File: src/rtl/leb128_reader.sv
// rtl/leb128_reader.sv - LEB128 immediate-operand fetch and decode stage
//
// Purpose:
//    Decodes one WebAssembly LEB128 integer (signed or unsigned, 32- or
//    64-bit target) starting at a byte address in the wide instruction ROM.
//    The ROM is read one 2**MEM_EXTRA-byte window at a time. One encoded
//    byte is consumed per cycle. The decoded value, the byte length and an
//    error flag are returned to the core so that it can advance the PC.
//
// Ports:
//    clk        in   clock, rising edge
//    reset      in   asynchronous active-low reset
//    start      in   decode request, sampled only while busy=0
//    pc         in   byte address of the first LEB128 byte
//    is_signed  in   1 = sLEB128, 0 = uLEB128
//    width64    in   1 = 64-bit target (max 10 bytes), 0 = 32-bit (max 5)
//    busy       out  high while a decode is in flight
//    done       out  one-cycle completion pulse
//    value      out  decoded value (upper half zero for 32-bit targets)
//    length     out  number of bytes consumed
//    error      out  overlong encoding or ROM bounds error
//    mem_addr   out  ROM window base address
//    mem_extra  out  extra bytes requested from the ROM (always all-ones)
//    mem_data   in   ROM window data, byte 0 at the lowest address
//    mem_error  in   ROM bounds error, qualifies mem_data

module leb128_reader #(
   parameter int MEM_DEPTH = 5,
   parameter int MEM_EXTRA = 4
) (
   input  logic                          clk,
   input  logic                          reset,
   input  logic                          start,
   input  logic [MEM_DEPTH:0]            pc,
   input  logic                          is_signed,
   input  logic                          width64,
   output logic                          busy,
   output logic                          done,
   output logic [63:0]                   value,
   output logic [3:0]                    length,
   output logic                          error,
   output logic [MEM_DEPTH:0]            mem_addr,
   output logic [MEM_EXTRA-1:0]          mem_extra,
   input  logic [(2**MEM_EXTRA)*8-1:0]   mem_data,
   input  logic                          mem_error
);

   localparam int AW       = MEM_DEPTH + 1;
   localparam int WIN_BITS = (2**MEM_EXTRA) * 8;

   typedef enum logic [1:0] {
      S_IDLE   = 2'd0,
      S_FETCH  = 2'd1,
      S_DECODE = 2'd2
   } state_t;

   state_t state;
   state_t state_next;

   // Operation context latched at start
   logic [AW-1:0]        pc_q;
   logic                 signed_q;
   logic                 w64_q;

   // Decode datapath
   logic [63:0]          acc;
   logic [3:0]           idx;
   logic [6:0]           shift;
   logic [WIN_BITS-1:0]  buffer;
   logic [MEM_EXTRA-1:0] boff;

   // One-byte decode step, evaluated every cycle, used only in S_DECODE
   logic [7:0]           cur_byte;
   logic [63:0]          acc_step;
   logic [6:0]           shift_step;
   logic [3:0]           idx_step;
   logic [3:0]           max_len;
   logic [6:0]           width_bits;
   logic                 byte_last;
   logic                 byte_overlong;
   logic                 win_end;
   logic [63:0]          value_final;
   logic [63:0]          value_overlong;

   // ------------------------------------------------------------------
   // State register
   // ------------------------------------------------------------------
   always_ff @(posedge clk or negedge reset) begin
      if (!reset) begin
         state <= S_IDLE;
      end else begin
         state <= state_next;
      end
   end

   // ------------------------------------------------------------------
   // Decode step
   // ------------------------------------------------------------------
   always_comb begin
      cur_byte      = buffer[{boff, 3'b000} +: 8];
      // Payload bits shifted past bit 63 fall off the left end. For 32-bit
      // targets the upper half is cleared when the result is formed.
      acc_step      = acc | ({57'd0, cur_byte[6:0]} << shift);
      shift_step    = shift + 7'd7;
      idx_step      = idx + 4'd1;
      max_len       = w64_q ? 4'd10 : 4'd5;
      width_bits    = w64_q ? 7'd64 : 7'd32;
      byte_last     = ~cur_byte[7];
      byte_overlong = cur_byte[7] && (idx_step == max_len);
      win_end       = (boff == {MEM_EXTRA{1'b1}});

      // Sign-extend only when the sign bit lands inside the target width.
      // shift_step stays below 64 whenever that test passes.
      value_final = acc_step;
      if (signed_q && cur_byte[6] && (shift_step < width_bits)) begin
         value_final = acc_step | (~64'd0 << shift_step);
      end
      if (!w64_q) begin
         value_final[63:32] = 32'd0;
      end

      value_overlong = acc_step;
      if (!w64_q) begin
         value_overlong[63:32] = 32'd0;
      end
   end

   // ------------------------------------------------------------------
   // Next-state logic
   // ------------------------------------------------------------------
   always_comb begin
      state_next = state;
      case (state)
         S_IDLE: begin
            if (start) begin
               state_next = S_FETCH;
            end
         end
         S_FETCH: begin
            state_next = mem_error ? S_IDLE : S_DECODE;
         end
         S_DECODE: begin
            if (byte_last || byte_overlong) begin
               state_next = S_IDLE;
            end else if (win_end) begin
               state_next = S_FETCH;
            end else begin
               state_next = S_DECODE;
            end
         end
         default: begin
            state_next = S_IDLE;
         end
      endcase
   end

   // ------------------------------------------------------------------
   // Output logic
   // ------------------------------------------------------------------
   always_comb begin
      busy      = (state != S_IDLE);
      mem_extra = {MEM_EXTRA{1'b1}};
   end

   // ------------------------------------------------------------------
   // Datapath and registered results
   // ------------------------------------------------------------------
   always_ff @(posedge clk or negedge reset) begin
      if (!reset) begin
         pc_q     <= '0;
         signed_q <= 1'b0;
         w64_q    <= 1'b0;
         acc      <= 64'd0;
         idx      <= 4'd0;
         shift    <= 7'd0;
         buffer   <= '0;
         boff     <= '0;
         mem_addr <= '0;
         done     <= 1'b0;
         value    <= 64'd0;
         length   <= 4'd0;
         error    <= 1'b0;
      end else begin
         done <= 1'b0;
         case (state)
            S_IDLE: begin
               if (start) begin
                  pc_q     <= pc;
                  signed_q <= is_signed;
                  w64_q    <= width64;
                  mem_addr <= pc;
                  acc      <= 64'd0;
                  idx      <= 4'd0;
                  shift    <= 7'd0;
                  value    <= 64'd0;
                  length   <= 4'd0;
                  error    <= 1'b0;
               end
            end
            S_FETCH: begin
               if (mem_error) begin
                  done   <= 1'b1;
                  error  <= 1'b1;
                  length <= idx;
                  value  <= 64'd0;
               end else begin
                  buffer <= mem_data;
                  boff   <= '0;
               end
            end
            S_DECODE: begin
               acc   <= acc_step;
               shift <= shift_step;
               idx   <= idx_step;
               boff  <= boff + 1'b1;
               if (byte_last) begin
                  done   <= 1'b1;
                  error  <= 1'b0;
                  length <= idx_step;
                  value  <= value_final;
               end else if (byte_overlong) begin
                  done   <= 1'b1;
                  error  <= 1'b1;
                  length <= idx_step;
                  value  <= value_overlong;
               end else if (win_end) begin
                  // The next window starts at the first byte not yet
                  // consumed. The address wraps around the ROM.
                  mem_addr <= pc_q + AW'(idx_step);
               end
            end
            default: begin
            end
         endcase
      end
   end

endmodule

File: config.mk
export PLATFORM = sky130hd
export DESIGN_NAME = leb128_reader
export DESIGN_NICKNAME = d
export VERILOG_FILES = /design/src/rtl/leb128_reader.sv
export SDC_FILE = /design/constraint.sdc
export NUM_CORES = 1
export LEC_CHECK = 0
export ABC_AREA = 1
export CAP_MARGIN = 20
export CORE_MARGIN = 2
export CORE_UTILIZATION = 35
export CTS_CLUSTER_DIAMETER = 80
export DETAILED_ROUTE_END_ITERATION = 8
export PLACE_DENSITY = 0.6
export SYNTH_ARGS = -nofsm -noshare
export SYNTH_HDL_FRONTEND = slang
export SYNTH_SLANG_ARGS = --single-unit
File: constraint.sdc
create_clock -name clk -period 5.19 [get_ports clk]
set_clock_uncertainty 0.1 [all_clocks]
set_input_delay 1.038 -clock clk [delete_from_list [all_inputs] [get_ports clk]]
set_output_delay 1.038 -clock clk [all_outputs]
set_load 0.01 [all_outputs]
* Word-level counts from Yosys, hierarchy flattened
Cells that the tools add are included.
** Storage, ports and cells
- Bits in registers :: 293
- Input port bits :: 140
- Output and inout port bits :: 81
** Cells by class
- Bitwise logic cells :: 4
- Reductions and logical operators :: 15
- $lt $le $gt $ge :: 1
- Shifts and indexed selects :: 3
- Equality and inequality tests :: 11
- Muxes and demuxes :: 40
- Add/subtract/negate cells :: 4
** Operators by type and width (count)
- $mux W64 :: 5
- $pmux W64 S3 :: 1
- $or A64 B64 Y64 :: 2
- $pmux W64 S2 :: 1
- $shiftx A128 B8 Y8 :: 1
- $mux W32 :: 2
- $shl A64 B7 Y64 const A :: 1
- $shl A7 B7 Y64 :: 1
- $mux W4 :: 6
- $mux W6 :: 4
- $pmux W4 S2 :: 2
- $mux W7 :: 2
- $pmux W7 S2 :: 1
- $ne A2 B2 Y1 const B :: 6
- $pmux W4 S3 :: 1
- $pmux W6 S2 :: 1
- $add A4 B1 Y4 const B :: 2
- $mux W2 :: 4
- $reduce_and A2 Y1 :: 4
- $add A7 B3 Y7 const B :: 1
- $lt A7 B7 Y1 :: 1
- $mux W1 :: 7
- $add A6 B4 Y6 :: 1
- $pmux W2 S3 :: 1
- other kinds (15) :: 20

* Longest topological paths before layout
- Depth after elaboration :: 8
- Depth in mapped cells :: 22
- Depth with buffers taken out :: 19

* Least setup slack after synthesis
Ideal clock, no wire load.
- Kind :: register to register
- From :: reg shift[0]
- To :: reg value[1]
- Slack :: 2.287 ns
- Path buffers :: 3
- Required time :: 5.024 ns
- Setup time :: 0.066 ns
- Cell stages (with the launch flop) :: 23
- Arrival time :: 2.738 ns
- Cells stage by stage :: dfrtp_1 buf_2 inv_2 buf_2 ha_1 a21oi_1 inv_1 nor2_2 inv_2 nor2_4 xor2_2 inv_1 ha_1 o21ai_0 nand4_1 nor2_4 nand2_2 buf_6 nor2_8 inv_2 o21ai_1 nand2_1 nand2_1
** Between the ends
- Cells in the longest elaborated chain, start to end :: 6
- Elaborated cells on any way between the ends :: 11
- Classes of those cells :: 1 x add/sub; 1 x order compare; 2 x shift; 4 x mux; 2 x bitwise; 1 x reduce/logical
** RTL lines
- from (decl) :: RTL line 68 : logic [6:0] shift;
- from (signal assigned) :: RTL line 213 : shift <= shift_step;
- $add A7 B3 Y7 / $shl A7 B7 Y64 (equally long branches) :: RTL line 104, 103
- $shl A64 B7 Y64, or another cell as far along :: RTL line 116 : value_final = acc_step | (~64'd0 << shift_step);
- $or A64 B64 Y64 / $logic_and A1 B1 Y1 (equally long branches) :: RTL line 116, 115
- $mux W64 :: RTL line 115 : if (signed_q && cur_byte[6] && (shift_step < width_bits)) begin
- $mux W64 * :: RTL line 216 : if (byte_last) begin
- $pmux W64 S3 * :: RTL line 185 : case (state)
- to (signal assigned) :: RTL line 220 : value <= value_final;
- to (signal assigned) :: RTL line 225 : value <= value_overlong;
- to (decl) :: RTL line 39 : output logic [63:0] value,
Mark *: on every way between the ends. The rest lies on a longest branch, timed or not. The select of a mux whose other input is x is not followed.
A chain may end at the register's enable or synchronous reset.

* Final worst setup path
- From :: reg shift[3]
- To :: reg value[15]
The elaborated chain is that of the path after synthesis.

==> results.sh <==
export IMPL_maxCapViolations=0
export IMPL_synth_top_cell_by_area="dfrtp_1"
export IMPL_powerDensity_nw_per_um2=539.5
export IMPL_period_needed_ps=3847
export IMPL_initial_core_util_pct=35.28
export IMPL_die_y_um=211.7
export IMPL_post_cts_setup_buffer_count=0
export IMPL_ys_top_cells_by_area="dfrtp_1 (49%), nand2_1 (19%), o21ai_0 (5.8%), nand3_1 (5.3%), inv_1 (4.8%)"
export IMPL_ys_types=41
export IMPL_drv_slew=0
export IMPL_dieArea_sq_um=44810
export IMPL_cp_arrival_ps=4200
export IMPL_crit_path_frequent_cell="inv_1"
export IMPL_slew_headroom_pct=31.41
export IMPL_path_max_fanout=22
export IMPL_rsz0062_at_grt="false"
export IMPL_routed_wl_um=48370
export IMPL_overflow=0
export IMPL_multi_input_area_sq_um=6470
export IMPL_yosysMostFrequentCell="nand2_1"
export IMPL_status="completed"
export IMPL_crit_path_end_kind="register"
export IMPL_ctsResizeCount=0
export IMPL_grt_pass1_vias=13870
export IMPL_worst_pin_slew_ps=1025
export IMPL_grt_max_degree=196
export IMPL_cts_buffer_depth=3
export IMPL_path_cells="inv_1, a21oi_1, inv_1, nor2_2, inv_2, nor2_4, xor2_2, inv_1, ha_1, o21ai_0, nand4_1, nor2_4, nand2_2, nor2_4, nand2_1, nand2_1, inv_1, a21oi_1"
export IMPL_viasPerCell=5.041
export IMPL_finalCritPeriodShare_pct=74.13
export IMPL_vias=13960
export IMPL_place_congestion=0.9048
export IMPL_hold_viol_final=0
export IMPL_io_pins=221
export IMPL_seq_area_frac_synth_pct=48.56
export IMPL_fp_dieW_um=211.7
export IMPL_path_clk_slew_ps=60
export IMPL_crit_required_ps=5540
export IMPL_hold_buffers=0
export IMPL_final_antenna_net_count=0
export IMPL_drtIter0Drc=1191
export IMPL_nets=2351
export IMPL_postSynth_asyncResetShare_pct=100.0
export IMPL_wl_per_cell_um=17.47
export IMPL_setup_viol=0
export IMPL_peakVddDrop_mv=0.2633
export IMPL_core_area_sq_um=42790
export IMPL_synth_edff_count=0
export IMPL_leakage_nw=9.066
export IMPL_clock_fmax_mhz=259.9
export IMPL_cp_start_kind="register"
export IMPL_drtPass1Iterations=5
export IMPL_cts_tree="built"
export IMPL_yosys_most_used_dff="dfrtp_1"
export IMPL_yosysTopAreaCellShare_pct=48.56
export IMPL_syn_cell_area_sq_um=15100
export IMPL_cts_root_buf="clkbuf_16"
export IMPL_drc=0
export IMPL_io_buffers=216
export IMPL_numCtsBuffers=36
export IMPL_synth_seq_cells=293
export IMPL_n_antenna_cell=0
export IMPL_num_rows=76
export IMPL_final_setup_tns_ps=0
export IMPL_seq_area_sq_um=7333
export IMPL_place_hpwl_um=34280
export IMPL_crit_path_top_delay_cell="dfrtp_1"
export IMPL_clock_sinks=293
export IMPL_min_path_type="reg2reg"
export IMPL_htree_num_levels=2
export IMPL_grt_pass1_wl_um=77910
export IMPL_drive_gt1_share_pct=5.353
export IMPL_syn_avg_cell_area_sq_um=7.434
export IMPL_synth_commonest_cells="nand2_1 (779), dfrtp_1 (293), inv_1 (194)"
export IMPL_ys_warnings_count=0
export IMPL_postLayoutCoreUtil_pct=44.07
export IMPL_slowest_delay_ps=900
export IMPL_syn_inst=2031
export IMPL_n_fill_cell=4292
export IMPL_track_usage_pct=22.01
export IMPL_grt_antenna_before_repair=0
export IMPL_clock_latency_ps=540
export IMPL_critPathKind="reg2reg"
export IMPL_area_growth_pct=24.90
[cell type report]
| class | instances | area share (%) |
|---|---|---|
| Sequential cell | 293 | 38.89 |
| Tap cell | 546 | 3.623 |
| Multi-Input combinational cell | 1421 | 34.31 |
| Inverter | 206 | 4.114 |
| Timing Repair Buffer | 237 | 12.46 |
| Clock inverter | 21 | 1.327 |
| Clock buffer | 45 | 5.281 |
[cell usage in the layout (no fill, tap or decap), types with 19 or more instances in the layout]
master and instances:
nand4_1 33, a21oi_1 26, inv_1 193, o21ai_0 174, clkdlybuf4s50_1 215, nand3_1 160
dfrtp_1 292, nand2_1 779, a22oi_1 42, nor2_1 110, clkbuf_16 37, buf_4 19
[state kept, by name, indices dropped and copies added, names as in the netlist, 2 cells and up]
signal	count
mem_addr	6
value	64
idx	4
shift	7
boff	4
length	4
pc_q	6
state	2
buffer	128
acc	64
[where the power goes]
part | switching, mW | internal, mW
clock network | 1.02 | 1.62
logic | 2.81 | 1.36
registers | 0.404 | 2.97
[worst max-delay path, delay by kind of cell, from the launching register on]
kind,cells,cell delay (ps)
and+or+nand+nor,8,1540
DFF,1,900
AOI/OAI and AO/OA,3,390
buffers and inverters,5,370
adders and majority gates,1,260
xor gates and xnor gates,1,180
[logic make-up after synthesis]
logic type,share of synthesized area (%)
multiplexers,0.4475
XOR/XNOR,0.4558
buffers and inverters,8.759
other,0.02484
adder cells (fa/ha/maj),1.376
AND/OR/NAND/NOR,29.56
AO/OA/AOI/OAI,10.81
flip-flops,48.56
[path summary, 6_finish.rpt]
path | start | endpoint | slack [ps] | depth (start not counted)
worst max-delay path | shift[3]$_DFFE_PN0P_ | value[15]$_DFFE_PN0P_ | 1340 | 18
worst min-delay path | buffer[9]$_DFFE_PN0P_ | buffer[9]$_DFFE_PN0P_ | 370 | 2
worst max register to register | shift[3]$_DFFE_PN0P_ | value[15]$_DFFE_PN0P_ | 1340 | 18
worst min register to register | buffer[9]$_DFFE_PN0P_ | buffer[9]$_DFFE_PN0P_ | 370 | 2
max in group asynchronous | reset | buffer[108]$_DFFE_PN0P_ | 3460 | 2
min in group asynchronous | reset | buffer[110]$_DFFE_PN0P_ | 400 | 1
[layer usage]
metal | global-route usage (%) | part of all wire [%] | vias up
li1 | - | - | 6780
met1 | 31.40 | 47 | 6680
met4 | 5.512 | 2.0 | 0
met5 | 0 | 0 | -
met2 | 35.48 | 46 | 434
met3 | 2.819 | 5.7 | 65
[per-stage QoR]
| step | hold slack (ps) | power (mW) | worst slack (ps) | std cells | instance area (sq um) |
|---|---|---|---|---|---|
| after global placement | 350.8 | 7.500 | 1483 | 2703 | 17610 |
| after detailed placement | 353.1 | 7.539 | 1405 | 2703 | 17610 |
| final | 367.6 | 10.17 | 1343 | 2769 | 18860 |
| after global routing | 390.6 | 10.95 | 1025 | 2769 | 18860 |
| after floorplan | 336.6 | 6.070 | 2287 | 2034 | 15110 |
| after CTS | 367.8 | 10.22 | 1389 | 2769 | 18860 |
Power figures use the tool's default switching activity.
